[config.mk]
export PLATFORM = sky130hd
export DESIGN_NAME = sram_timer
export DESIGN_NICKNAME = d
export VERILOG_FILES = /design/src/rtl/sram_timer.sv
export SDC_FILE = /design/constraint.sdc
export NUM_CORES = 1
export LEC_CHECK = 0
export ABC_AREA = 1
export CORE_UTILIZATION = 45
export DETAILED_ROUTE_END_ITERATION = 16
export PLACE_DENSITY = 0.77
export SYNTH_ARGS = -nofsm -noshare
export SYNTH_HDL_FRONTEND = slang
export SYNTH_SLANG_ARGS = --single-unit
export TNS_END_PERCENT = 1
[constraint.sdc]
create_clock -name clk -period 2.92 [get_ports clk]
set_clock_uncertainty 0.1 [all_clocks]
set_input_delay 0.876 -clock clk [delete_from_list [all_inputs] [get_ports clk]]
set_output_delay 0.876 -clock clk [all_outputs]
set_load 0.01 [all_outputs]
[src/rtl/sram_timer.sv]
// Memory-mapped 64-bit mtime/mtimecmp timer slave with a 1-cycle registered read and byte-lane writes.
// Optional MSIP software interrupt register at offset 3 when TIMER_SOFT_IRQ_EN is defined.
module sram_timer #(
    parameter int unsigned LEN_ADDR   = 64,
    parameter int unsigned PRESCALE   = 100,
    parameter int unsigned DEFAULT_EN = 1
) (
    input  logic                clk,
    input  logic                resetn,
    input  logic [LEN_ADDR-1:0] addra,
    input  logic [63:0]         dina,
    output logic [63:0]         douta,
    input  logic                ena,
    input  logic [7:0]          wea,
    output logic                timer_irq
`ifdef TIMER_SOFT_IRQ_EN
    ,
    output logic                soft_irq
`endif
);

    localparam logic [15:0] PRESCALE_MAX = 16'(PRESCALE - 1);
    localparam logic        EN_RESET     = 1'(DEFAULT_EN);

    logic [1:0]  sel;
    logic        wr;
    logic        wr_mtime;
    logic        wr_mtimecmp;
    logic        wr_ctrl;

    logic [15:0] prescale_q, prescale_d;
    logic        tick;
    logic [63:0] mtime_q, mtime_d;
    logic [63:0] mtime_inc;
    logic [63:0] mtimecmp_q, mtimecmp_d;
    logic        en_q, en_d;
    logic [63:0] douta_q, rdata;
    logic        irq_q;

    logic        unused_addr;
    assign unused_addr = ^{addra[LEN_ADDR-1:5], addra[2:0]};

    assign sel         = addra[4:3];
    assign wr          = ena & (|wea);
    assign wr_mtime    = wr & (sel == 2'd0);
    assign wr_mtimecmp = wr & (sel == 2'd1);
    assign wr_ctrl     = wr & (sel == 2'd2);

    assign tick = en_q & (prescale_q == PRESCALE_MAX);

    always_comb begin
        prescale_d = prescale_q;
        if (wr_ctrl) begin
            prescale_d = 16'd0;
        end else if (en_q) begin
            prescale_d = tick ? 16'd0 : prescale_q + 16'd1;
        end
    end

    // Written lanes take dina; others take the incremented value, so no carry crosses into them.
    assign mtime_inc = mtime_q + 64'(tick);

    always_comb begin
        mtime_d    = mtime_inc;
        mtimecmp_d = mtimecmp_q;
        for (int i = 0; i < 8; i++) begin
            if (wr_mtime && wea[i]) begin
                mtime_d[8*i +: 8] = dina[8*i +: 8];
            end
            if (wr_mtimecmp && wea[i]) begin
                mtimecmp_d[8*i +: 8] = dina[8*i +: 8];
            end
        end
    end

    assign en_d = (wr_ctrl && wea[0]) ? dina[0] : en_q;

`ifdef TIMER_SOFT_IRQ_EN
    logic msip_q, msip_d;
    assign msip_d = (wr && (sel == 2'd3) && wea[0]) ? dina[0] : msip_q;

    always_ff @(posedge clk or negedge resetn) begin
        if (!resetn) begin
            msip_q <= 1'b0;
        end else begin
            msip_q <= msip_d;
        end
    end

    assign soft_irq = msip_q;
`endif

    always_comb begin
        rdata = 64'd0;
        case (sel)
            2'd0:    rdata = mtime_q;
            2'd1:    rdata = mtimecmp_q;
            2'd2:    rdata = {63'd0, en_q};
`ifdef TIMER_SOFT_IRQ_EN
            default: rdata = {63'd0, msip_q};
`else
            default: rdata = 64'd0;
`endif
        endcase
    end

    always_ff @(posedge clk or negedge resetn) begin
        if (!resetn) begin
            prescale_q <= 16'd0;
            mtime_q    <= 64'd0;
            mtimecmp_q <= 64'hFFFF_FFFF_FFFF_FFFF;
            en_q       <= EN_RESET;
            douta_q    <= 64'd0;
            irq_q      <= 1'b0;
        end else begin
            prescale_q <= prescale_d;
            mtime_q    <= mtime_d;
            mtimecmp_q <= mtimecmp_d;
            en_q       <= en_d;
            if (ena) begin
                douta_q <= rdata;
            end
            // Compare of the current register values: irq trails any register change by one cycle.
            irq_q <= (mtime_q >= mtimecmp_q);
        end
    end

    assign douta     = douta_q;
    assign timer_irq = irq_q;

endmodule

Yosys cells after proc, flatten, opt, wreduce, memory -nomap -nowiden --
Cells that the tools add are included.
Storage, ports and cells: memories kept 0, flip-flop bits (word level) 210, output and inout bits 65, RAM bits 0, ROM bits 0, word-level logic and storage cells 56, latch bits 0
Cells by class: equality and inequality tests 3, div/mod/pow operators 0, reductions and logical operators 20, bitwise logic cells 5, $add $sub $neg 2, shift-type cells 0, order comparisons 1, mux-type cells 12, multiply operators 0
Operators with widths (count):
- 64-bit case mux with 3 select lines | 1
- 64-bit by 1-bit adder with 64-bit output | 1
- 64-bit >= comparator | 1
- 8-bit 2-to-1 mux | 8
- 16-bit 2-to-1 mux | 3
- 1-bit logical AND | 17
- 16-bit by 1-bit adder with 16-bit output, second input constant | 1
- 16-bit by 7-bit equality test with 1-bit output, second input constant | 1
- 8-bit OR reduction | 1
- 1-bit AND | 5
- 2-bit by 1-bit equality test with 1-bit output, second input constant | 1
- 2-bit equality test, second input constant | 1
- 2-bit logical NOT | 1
- 2-bit nonzero test | 1

Depth between registers and ports, before layout --
depth in word-level cells 5, mapped depth 17

Worst setup path after synthesis --
Ideal clock, no wire load.
path kind register -> register, start point register prescale_q[5], end point register mtime_q[32], stages on the path, launching flop included 15, data arrival time 2.165 ns, period minus slack after synthesis 2.386 ns, path buffers 0, slack 0.534 ns, library setup time 0.121 ns, cells stage by stage dfrtp_1 -> nand2_1 -> nor2_1 -> nand4_1 -> nor3_1 -> ha_1 -> ha_1 -> nand3_2 -> inv_1 -> nand2_1 -> nor2_2 -> nand2_1 -> xor2_1 -> nand2_1 -> o21ai_1
On the way: word-level cells in the longest chain between the ends 4
Ends and longest elaborated chain:
- start: declaration | RTL line 31 | logic [15:0] prescale_q, prescale_d;
- start signal: assignment | RTL line 116 | prescale_q <= prescale_d;
- 16-bit by 7-bit equality test with 1-bit output | RTL line 49 | assign tick = en_q & (prescale_q == PRESCALE_MAX);
- 1-bit AND | RTL line 49
- 64-bit by 1-bit adder with 64-bit output | RTL line 61 | assign mtime_inc = mtime_q + 64'(tick);
- 8-bit 2-to-1 mux | RTL line 67 | if (wr_mtime && wea[i]) begin
- named net mtime_d[32] | RTL line 33 | logic [63:0] mtime_q, mtime_d;
- end signal: assignment | RTL line 117 | mtime_q <= mtime_d;
- end: declaration | RTL line 33
The timed path passes the listed nets, and every way through them passes these cells. A chain may end at the register's enable or synchronous reset.

Worst setup path in the final report --
start point register prescale_q[10], end point register mtime_q[56]
Same word-level chain as after synthesis.

==> flow_metrics.tcl <==
set metrics [dict create \
    wirelength_mm 37.6 \
    drt_iter0_drc 873 \
    required_ns 3.22 \
    cp-start-kind "register" \
    yosysWarnings 0 \
    postLayoutCellArea_sq_mm 0.0160 \
    power.share.clock 0.323 \
    p_leak_nw 7.36 \
    hold_buffers 0 \
    holdWs_ns 0.222 \
    ys_types 43 \
    place_area_sq_mm 0.0151 \
    synthesis.nets 1967 \
    first_global_vias 11600 \
    maxCapViolations 0 \
    multi_input_area_sq_mm 0.00653 \
    power.density_mw_per_mm2 587 \
    fmax_mhz 365 \
    ir_worst_vdd_mv 0.358 \
    status "finished clean" \
    cpMostUsedCell "nand2_1" \
    hold_violations 0 \
    numClockSinks 210 \
    finalCritPeriodShare 0.939 \
    synth_ff_type "dfrtp_1" \
    drcViolationCount 0 \
    clk_latency_ns 0.52 \
    grt_pass1_wl_mm 60.0 \
    avgSynthCellArea_sq_um 7.36 \
    vias 12100 \
    synth_common_cells "nand2_1, inv_1, nor2_1" \
    synth_edf_count 0 \
    instances_no_fill 2339 \
    synth_area_sq_mm 0.0130 \
    cp_top_family "simple AND/OR/NAND/NOR gates" \
    setup_ws_ns 0.178 \
    slowest_delay_ns 0.39 \
    synth-async-reset-ratio 1.00 \
    yosysMostFrequentCell "nand2_1" \
    fill_cells 2661 \
    worstMarginPinSlew_ns 0.755 \
    syn_inst 1761 \
    htreeDepth 1 \
    synth_seq_area_share 0.412 \
    fin_util 0.568 \
    drive_above_1_share 0.122 \
    grt_max_degree 66 \
    swShare 0.322 \
    routed_via_density 5.17 \
    arrival_ns 3.05 \
    power_frac_seq 0.431 \
    cp_slowest_cell "dfrtp_1" \
    die_area_sq_mm 0.0295 \
    die_x_microns 172 \
    seqCellArea_sq_mm 0.00534 \
    place_ws_ns -0.127 \
    yosys.area.top_type_share 0.280 \
    post-route-min-period_ns 2.74 \
    cts_setup_buffers 0 \
    ioPinCount 204 \
    setup_violations 0 \
    netlist_top_cells_area "dfrtp_1, nand2_1, dfstp_2" \
    path_max_fanout 4 \
    p_int_mw 6.35 \
    cts_made_buffers 24 \
    cts_tree "built" \
    num_rows 61 \
    routedWlPerCell_microns 16.1 \
    initial_core_util 0.462 \
    synth-seq-cells 210 \
    chipHeight_microns 172 \
    design_power_total_mw 9.37 \
    p_comb_frac 0.246 \
    antenna_cells 0 \
    coreArea_sq_mm 0.0281 \
    yosys.area.top_type "dfrtp_1" \
    cp_cell_sequence "inv_1 > nand2_1 > nor2_1 > nand4_1 > nor3_2 > ha_2 > ha_1 > nand3_2 > inv_1 > nand2_1 > inv_1 > nand2_1 > o21ai_1 > nand2_1 > nand2_1 > nand2_1" \
    clk_path_buf_depth 3 \
    globalRouteOverflowTotal 0 \
    grt_usage 0.260 \
    placed_cells_incl_taps 2295 \
    crit_buf_inv 3 \
    first_pass_iters 6 \
    crit_type "register to register" \
    min_path_type "primary input to async pin" \
    switchingPower_mw 3.02 \
    port_buffers 141 \
    hpwl_mm 29.1 \
    clk_pin_slew_worst_paths_ns 0.06 \
    cts_resized 0 \
    fin_setup_tns_ns 0 \
    final_net_count 2149 \
    end_kind "register" \
    ant_nets 0 \
    grt_antenna_before_repair 0 \
    slew_headroom 0.497 \
    place.gp.congestion 0.952 \
    drv_slew 0 \
    ctsRootBufferMaster "clkbuf_16" \
    syn2layout_area_growth_pct 23.1 \
    rsz0062_at_grt "no" \
]
## cells in the final DEF, fill, tap and decap left out, drive strengths merged, types with 63 or more instances in the layout
| cell type | count |
|---|---|
| nand2 | 559 |
| inv | 224 |
| nor2 | 224 |
| dfrtp | 145 |
| clkdlybuf4s50 | 139 |
| o21ai | 130 |
| nand3 | 74 |
| ha | 67 |
| dfstp | 65 |
| a31oi | 63 |
| buf | 63 |
## worst reg2reg max path, cell delays in order (launching register included)
cell and delay (ns):
dfrtp_1 0.39, inv_1 0.08, nand2_1 0.08, nor2_1 0.12, nand4_1 0.10, nor3_2 0.19, ha_2 0.26, ha_1 0.19
nand3_2 0.12, inv_1 0.13, nand2_1 0.14, inv_1 0.18, nand2_1 0.13, o21ai_1 0.16, nand2_1 0.11, nand2_1 0.09
nand2_1 0.05
## flip-flops by register name, indices dropped and copies added, names as in the netlist
name        flops
douta          64
en_q            1
prescale_q     16
mtimecmp_q     64
mtime_q        64
timer_irq       1
## worst paths after layout
check	from	endpoint	slack, ns	depth (start not counted)
max	prescale_q[10]$_DFFE_PN0P_	mtime_q[56]$_DFF_PN0_	0.18	16
min	resetn	douta[16]$_DFFE_PN0P_	0.22	1
max reg2reg	prescale_q[10]$_DFFE_PN0P_	mtime_q[56]$_DFF_PN0_	0.18	16
min reg2reg	mtimecmp_q[51]$_DFFE_PN1P_	mtimecmp_q[51]$_DFFE_PN1P_	0.37	2
max in group asynchronous	resetn	mtimecmp_q[11]$_DFFE_PN1P_	1.73	2
min in group clk	mtimecmp_q[51]$_DFFE_PN1P_	mtimecmp_q[51]$_DFFE_PN1P_	0.37	2
## power groups by stage
stage,combinational [mW],clock (mW),sequential (mW)
floorplan,1.44,0,3.97
global placement,2.22,0,4.05
detailed placement,2.30,0,4.07
CTS,2.32,3.09,4.02
global route,2.67,3.19,4.11
finish,2.31,3.03,4.04
## routing by layer
layer	GRT usage	vias to the layer above	routed length, microns
met5	0	-	0
met4	0.0693	0	889
met3	0.0299	57	1960
met2	0.426	312	17200
met1	0.363	5677	17500
li1	-	6056	-
## cell families after synthesis
family,Yosys count,share of synthesized area
AND/OR/NAND/NOR,956,0.321
buffers and inverters,271,0.0868
AO/OA/AOI/OAI,232,0.0993
flip-flops,210,0.412
adder cells (fa/ha/maj),67,0.0646
XOR/XNOR,24,0.0162
multiplexers,1,0.000868
## cell type report
cell class / count / share of cell area
clock inverters: 7 / 0.00392
inverters: 224 / 0.0527
well taps: 378 / 0.0296
repair buffers: 203 / 0.124
multi-input cells: 1280 / 0.409
clock buffers: 37 / 0.0464
flip-flops and latches: 210 / 0.334
(Power assumes the default switching activity.)
